### src/rtl/countdown_mmss.sv
// Loadable mm:ss BCD countdown timer with a load/start/pause control FSM.
// The count decrements through a mod-10/mod-6 borrow chain on each en tick while running.
module countdown_mmss #(
    parameter int unsigned MIN_TENS_MAX = 5,
    parameter int unsigned AUTO_RELOAD  = 0
) (
    input  logic        clk,
    input  logic        rst,
    input  logic        en,
    input  logic        load,
    input  logic        start,
    input  logic        pause,
    input  logic [15:0] load_val,
    output logic [15:0] count,
    output logic [1:0]  state,
    output logic        running,
    output logic        done,
    output logic        sec_bo
);

    localparam logic [1:0] ST_IDLE   = 2'b00;
    localparam logic [1:0] ST_RUN    = 2'b01;
    localparam logic [1:0] ST_PAUSED = 2'b10;
    localparam logic [1:0] ST_DONE   = 2'b11;

    localparam logic [3:0] MT_MAX = 4'(MIN_TENS_MAX);

    logic [15:0] count_q, count_n;
    logic [15:0] reload_q, reload_n;
    logic [1:0]  state_q, state_n;
    logic        running_q, done_q, done_n, sec_bo_q, sec_bo_n;

    logic [15:0] dec_val;
    logic [15:0] load_clamped;
    logic        bo0, bo1, bo2;
    logic [3:0]  so_d, st_d, mo_d, mt_d;

    // Out-of-range digits saturate to the largest legal value for their position.
    function automatic logic [15:0] clamp_bcd(input logic [15:0] v);
        logic [3:0] mt, mo, st, so;
        mt = (v[15:12] > MT_MAX) ? MT_MAX : v[15:12];
        mo = (v[11:8]  > 4'd9)   ? 4'd9   : v[11:8];
        st = (v[7:4]   > 4'd5)   ? 4'd5   : v[7:4];
        so = (v[3:0]   > 4'd9)   ? 4'd9   : v[3:0];
        return {mt, mo, st, so};
    endfunction

    assign load_clamped = clamp_bcd(load_val);

    // Borrow chain: each digit wraps to its max and borrows only when the lower digit borrows.
    always_comb begin
        bo0  = (count_q[3:0] == 4'd0);
        so_d = bo0 ? 4'd9 : count_q[3:0] - 4'd1;
        bo1  = 1'b0;
        st_d = count_q[7:4];
        if (bo0) begin
            bo1  = (count_q[7:4] == 4'd0);
            st_d = bo1 ? 4'd5 : count_q[7:4] - 4'd1;
        end
        bo2  = 1'b0;
        mo_d = count_q[11:8];
        if (bo1) begin
            bo2  = (count_q[11:8] == 4'd0);
            mo_d = bo2 ? 4'd9 : count_q[11:8] - 4'd1;
        end
        mt_d = bo2 ? count_q[15:12] - 4'd1 : count_q[15:12];
        dec_val = {mt_d, mo_d, st_d, so_d};
    end

    always_ff @(posedge clk) begin
        if (rst) begin
            state_q   <= ST_IDLE;
            count_q   <= 16'h0000;
            reload_q  <= 16'h0000;
            running_q <= 1'b0;
            done_q    <= 1'b0;
            sec_bo_q  <= 1'b0;
        end else begin
            state_q   <= state_n;
            count_q   <= count_n;
            reload_q  <= reload_n;
            running_q <= (state_n == ST_RUN);
            done_q    <= done_n;
            sec_bo_q  <= sec_bo_n;
        end
    end

    // Next-state and next-count; load outside RUN takes priority over start.
    always_comb begin
        state_n  = state_q;
        count_n  = count_q;
        reload_n = reload_q;
        done_n   = 1'b0;
        sec_bo_n = 1'b0;
        if (load && (state_q != ST_RUN)) begin
            count_n  = load_clamped;
            reload_n = load_clamped;
            state_n  = ST_IDLE;
        end else begin
            case (state_q)
                ST_IDLE: begin
                    if (start && (count_q != 16'h0000)) state_n = ST_RUN;
                end
                ST_PAUSED: begin
                    if (start && !pause) state_n = ST_RUN;
                end
                ST_RUN: begin
                    if (pause) begin
                        state_n = ST_PAUSED;
                    end else if (count_q == 16'h0000) begin
                        state_n = ST_DONE;
                    end else if (en) begin
                        if (count_q == 16'h0001) begin
                            done_n = 1'b1;
                            if ((AUTO_RELOAD != 0) && (reload_q != 16'h0000)) begin
                                count_n = reload_q;
                            end else begin
                                count_n = 16'h0000;
                                state_n = ST_DONE;
                            end
                        end else begin
                            count_n  = dec_val;
                            sec_bo_n = bo1;
                        end
                    end
                end
                default: ;
            endcase
        end
    end

    assign count   = count_q;
    assign state   = state_q;
    assign running = running_q;
    assign done    = done_q;
    assign sec_bo  = sec_bo_q;

endmodule

### config.mk
export PLATFORM = sky130hd
export DESIGN_NAME = countdown_mmss
export DESIGN_NICKNAME = d
export VERILOG_FILES = /design/src/rtl/countdown_mmss.sv
export SDC_FILE = /design/constraint.sdc
export NUM_CORES = 1
export LEC_CHECK = 0
export ABC_AREA = 1
export CAP_MARGIN = 20
export CORE_MARGIN = 2
export CORE_UTILIZATION = 40
export CTS_CLUSTER_DIAMETER = 200
export DETAILED_ROUTE_END_ITERATION = 12
export PLACE_DENSITY_LB_ADDON = 0.3
export RECOVER_POWER = 25
export SYNTH_ARGS = -nofsm -noshare
export SYNTH_HDL_FRONTEND = slang
export SYNTH_SLANG_ARGS = --single-unit
### constraint.sdc
create_clock -name clk -period 1.6 [get_ports clk]
set_input_delay 0.24 -clock clk [delete_from_list [all_inputs] [get_ports clk]]
set_output_delay 0.24 -clock clk [all_outputs]
set_load 0.05 [all_outputs]
Yosys cells after proc, flatten, opt, wreduce, memory -nomap -nowiden
Index checks and enable logic that the tools add are counted.
- bits in registers: 21
- word-level logic and storage cells: 73
- bits of input ports: 22
- output and inout bits: 21
- bitwise operators: 2
- eq/ne operators: 7
- multiplexer cells: 27
- order comparisons: 4
- add/subtract/negate cells: 4
- reduce and logical (&&, ||, !) cells: 21
- operators with widths (cell ; number):
    $mux W16 ; 6
    $mux W4 ; 10
    $eq A16 B1 Y1 const B ; 1
    $logic_not A16 Y1 ; 1
    $reduce_bool A16 Y1 ; 1
    $sub A4 B1 Y4 const B ; 4
    $reduce_and A5 Y1 ; 3
    $mux W2 ; 7
    $logic_not A4 Y1 ; 3
    $reduce_bool A3 Y1 ; 3
    $gt A4 B3 Y1 const B ; 2
    $gt A4 B4 Y1 const B ; 2
    $reduce_or A7 Y1 ; 1
    $pmux W2 S3 ; 1
    $reduce_or A6 Y1 ; 1
    $eq A2 B1 Y1 const B ; 2
    $ne A2 B1 Y1 const B ; 2
    $reduce_and A4 Y1 ; 1
    $reduce_bool A2 Y1 ; 2
    $logic_and A1 B1 Y1 ; 3
    $mux W1 ; 3
    $eq A2 B2 Y1 const B ; 1
    $logic_not A2 Y1 ; 1
    $ne A2 B2 Y1 const B ; 1
    2 further kinds ; 3

Depth between registers and ports, before layout
- word-level depth: 10
- mapped depth: 12
- depth with buffers taken out: 11

Least setup slack after synthesis
Ideal clock, no wire load.
- path type: register to register
- start: reg count_q[0] (netlist: count[0])
- end: reg count_q[15] (netlist: count[15])
- data arrival time: 1.776 ns
- stages on the path, launching flop included: 13
- library setup time: 0.064 ns
- setup slack: -0.240 ns
- clock period less this slack: 1.840 ns
- required time: 1.536 ns
- path through: dfxtp_1 > inv_1 > ha_1 > nand2_4 > nor2_2 > nand2_2 > nand2_2 > nand2_4 > buf_6 > nand4_1 > nand2_1 > inv_1 > nor2_1
- longest elaborated chain between the ends: 7
- elaborated cells between the ends (all ways): 14
- those cells by class: eq/ne: 2; mux: 8; reduce/logical: 4
- RTL lines (what ; RTL line ; text):
    start: declaration ; 28 ; logic [15:0] count_q, count_n;
    start signal: assignment ; 80 ; count_q <= count_n;
    $eq A16 B1 Y1 ; 113 ; if (count_q == 16'h0001) begin
    $mux W16 ; 113 ;
    $mux W16 ; 112 ; end else if (en) begin
    $mux W16 ; 110 ; end else if (count_q == 16'h0000) begin
    $mux W16 ; 108 ; if (pause) begin
    $mux W16 ; 100 ; case (state_q)
    $mux W16 ; 95 ; if (load && (state_q != ST_RUN)) begin
Parallel ways exist; a longest one is shown, timed or not. The select of a mux whose other input is x is not followed.
A chain may end at the register's enable or synchronous reset.

Final worst setup path
- start: reg count_q[8] (netlist: count[8])
- end: reg count_q[0] (netlist: count[0])
The elaborated chain is that of the path after synthesis.

==> impl_metrics.json <==
{
  "cp_slowest_cell": "dfxtp_4",
  "path_cells": "inv_2, ha_4, nand3_4, nor2_4, nand2_2, nand2_4, nand2_8, buf_4, o21ai_1, a21oi_1",
  "synth_area_mm2": 0.00144,
  "timing.fmax_mhz": 647,
  "vias": 1651,
  "wl_met2_um": 1910,
  "dieArea_mm2": 0.00409,
  "boundaryPins": 43,
  "hold_viol": 0,
  "dr.pass1.iters": 4,
  "clock_path_buffers": 2,
  "maxCapViolations": 0,
  "highest_layer": "met4",
  "cts_hold_buf": 0,
  "gp_congestion": 0.842,
  "critPathArrivalTime_ns": 1.77,
  "grt_max_degree": 15,
  "fin_tns_setup_ns": 0,
  "synthFlopType": "dfxtp_1",
  "synth_fp_nets": 240,
  "viasPerCell": 4.91,
  "crit_start": "count[8]",
  "crit_type": "flop to flop",
  "drtAntennaViolNets": 0,
  "required_ns": 1.82,
  "placedCellCount": 322,
  "final_nets": 320,
  "wl_um": 3910,
  "relSlewSlack": 0.601,
  "synthTopCellsByCount": "35 x nand2_1, 28 x nor2_1, 25 x inv_1",
  "grt_antenna_before_repair": 0,
  "start_util": 0.424,
  "p_per_area_mw_per_mm2": 1000,
  "hp-start": "count[12]",
  "avgSynthCellArea_um2": 6.81,
  "drc": 0,
  "io_buffers": 42,
  "post_layout_nonfiller_instances": 336,
  "clock-sinks": 21,
  "grt_pass1_vias": 1393,
  "status": "finished clean",
  "num_antenna_cells": 0,
  "die_y_um": 64.0,
  "cts_made_buffers": 3,
  "synth_edf_count": 0,
  "worst-r2r-cell-count": 10,
  "syn_to_final_growth_pct": 59.5,
  "yosysSeqAreaShare": 0.292,
  "insertion_delay_ns": 0.33,
  "async_flop_share": 0,
  "hold_class": "flop to flop",
  "endpoint_kind": "flop",
  "skew_ns": 0.00715,
  "dieWidth_um": 64.0,
  "wl_met3_um": 158,
  "cts_tree": "yes",
  "min_path_cells": 4,
  "yosysMostFrequentCell": "nand2_1",
  "fin_crit_ns": 1.55,
  "r2r-start": "count[8]",
  "wl_met1_um": 1790,
  "core_mm2": 0.00339,
  "slowest_delay_ns": 0.37,
  "final_util": 0.677,
  "final-setup-viol-count": 0,
  "ys_types": 28,
  "drive_above_1_share": 0.355,
  "clkTransAtPathRegs_ns": 0.13,
  "dr.first_iter.drc_count": 74,
  "grt_first_pass_wirelength_um": 5950,
  "yosys-top-cells-area": "dfxtp_1 29%, nand2_1 9.1%, nor2_1 7.3%, o21ai_0 7.0%, inv_1 6.5%",
  "synth_cells": 211,
  "synth_top_area_share": 0.292,
  "grt_usage": 0.181,
  "critPathMaxFanout": 5,
  "overflow": 0,
  "final.fill_count": 266,
  "ir_worst_vdd_uv": 531,
  "p_leak_nw": 1.06,
  "start_kind": "flop",
  "cts_root_buf": "clkbuf_4",
  "h-tree-depth": 1,
  "worstMarginPinSlew_ns": 0.601,
  "yosys_register_bits": 21,
  "rows": 21,
  "ys.warnings.count": 0,
  "wl_per_cell_um": 11.6,
  "synth_largest_area_cell": "dfxtp_1",
  "post-route-period-util": 0.966,
  "slew_viol_final": 0,
  "dpl.hpwl_um": 2770
}
-- final timing paths --
path               endpoint  slack, ns
hold / removal    count[12]       0.54
setup / recovery   count[0]       0.05
hold reg to reg   count[12]       0.54
setup reg to reg   count[0]       0.05
-- metrics by stage --
step	hold slack (ns)	setup slack (ns)	instance area [um^2]	power, mW
global route	0.566	-0.00563	2290	2.44
CTS	0.546	0.000464	2120	2.13
detailed placement	0.526	-0.107	2080	1.84
floorplan	0.299	0.00584	1460	1.44
global placement	0.528	-0.0670	2080	1.83
finish	0.539	0.0543	2290	2.30
-- critical path: cells and delay by family (launching register included) --
family	cells	cell delay (ns)
fa+ha+maj	1	0.14
simple gates	5	0.56
compound gates	2	0.16
flops	1	0.37
buf+inv	2	0.21
-- placed cells by master, fill, tap and decap left out --
cell	count
dfxtp_1	12
nand2_4	9
ha_4	3
clkbuf_2	4
nor4_1	1
inv_1	19
nor2_1	25
o211ai_1	3
nor2_2	2
buf_12	4
nand3_4	2
inv_2	11
nand2_1	32
dfxtp_4	3
o21ai_1	6
a211o_1	1
nand2_8	1
nand3_2	2
buf_6	1
a21oi_1	11
nor2_4	4
nand3_1	15
buf_4	42
o21ai_0	17
clkdlybuf4s50_1	21
xnor2_1	5
ha_1	3
o22ai_1	1
nand2_2	3
o21a_1	1
ha_2	1
clkbuf_4	3
nor3_1	4
dfxtp_2	6
a21oi_2	1
nand4_1	3
o21ai_4	1
clkbuf_1	7
-- metal layers --
| layer | global-route usage | vias to the layer above |
|---|---|---|
| li1 | - | 850 |
| met1 | 0.234 | 757 |
| met2 | 0.306 | 39 |
| met3 | 0.0211 | 5 |
| met4 | 0.0652 | 0 |
| met5 | 0 | - |
-- power breakdown --
part	total, mW	switching [mW]	internal (mW)
Sequential	0.647	0.0519	0.595
Combinational	1.37	0.803	0.568
Clock	0.282	0.184	0.0981
Total	2.30	1.04	1.26
-- flip-flops by register name (all words and copies together) (netlist names) --
register and flops:
count 16, state 2, done 1, running 1, sec_bo 1
-- area by class of cell --
| cell class | instances | area, um^2 | share of cell area |
|---|---|---|---|
| multi-input cells | 157 | 998 | 0.435 |
| clock buffers | 4 | 26.3 | 0.0115 |
| flip-flops and latches | 21 | 439 | 0.191 |
| repair buffers | 78 | 659 | 0.288 |
| well taps | 46 | 57.6 | 0.0251 |
| inverters | 30 | 113 | 0.0491 |
-- logic make-up (layout without fill, tap and decap cells) --
kind of cell / Yosys count / in the layout / synth area share
simple gates: 102 / 103 / 0.339
compound gates: 42 / 42 / 0.167
buf+inv: 34 / 112 / 0.111
flops: 21 / 21 / 0.292
fa+ha+maj: 7 / 7 / 0.0609
xor+xnor: 5 / 5 / 0.0305
-- timing repair --
| action | in CTS | in global routing |
|---|---|---|
| buffers inserted | 0 | 9 |
| cloned | 0 | 1 |
| resized for setup | 4 | 33 |
| pin swaps | 1 | 8 |
| endpoints found under the setup margin | 6 | 16 |
Power figures use the tool's default switching activity.
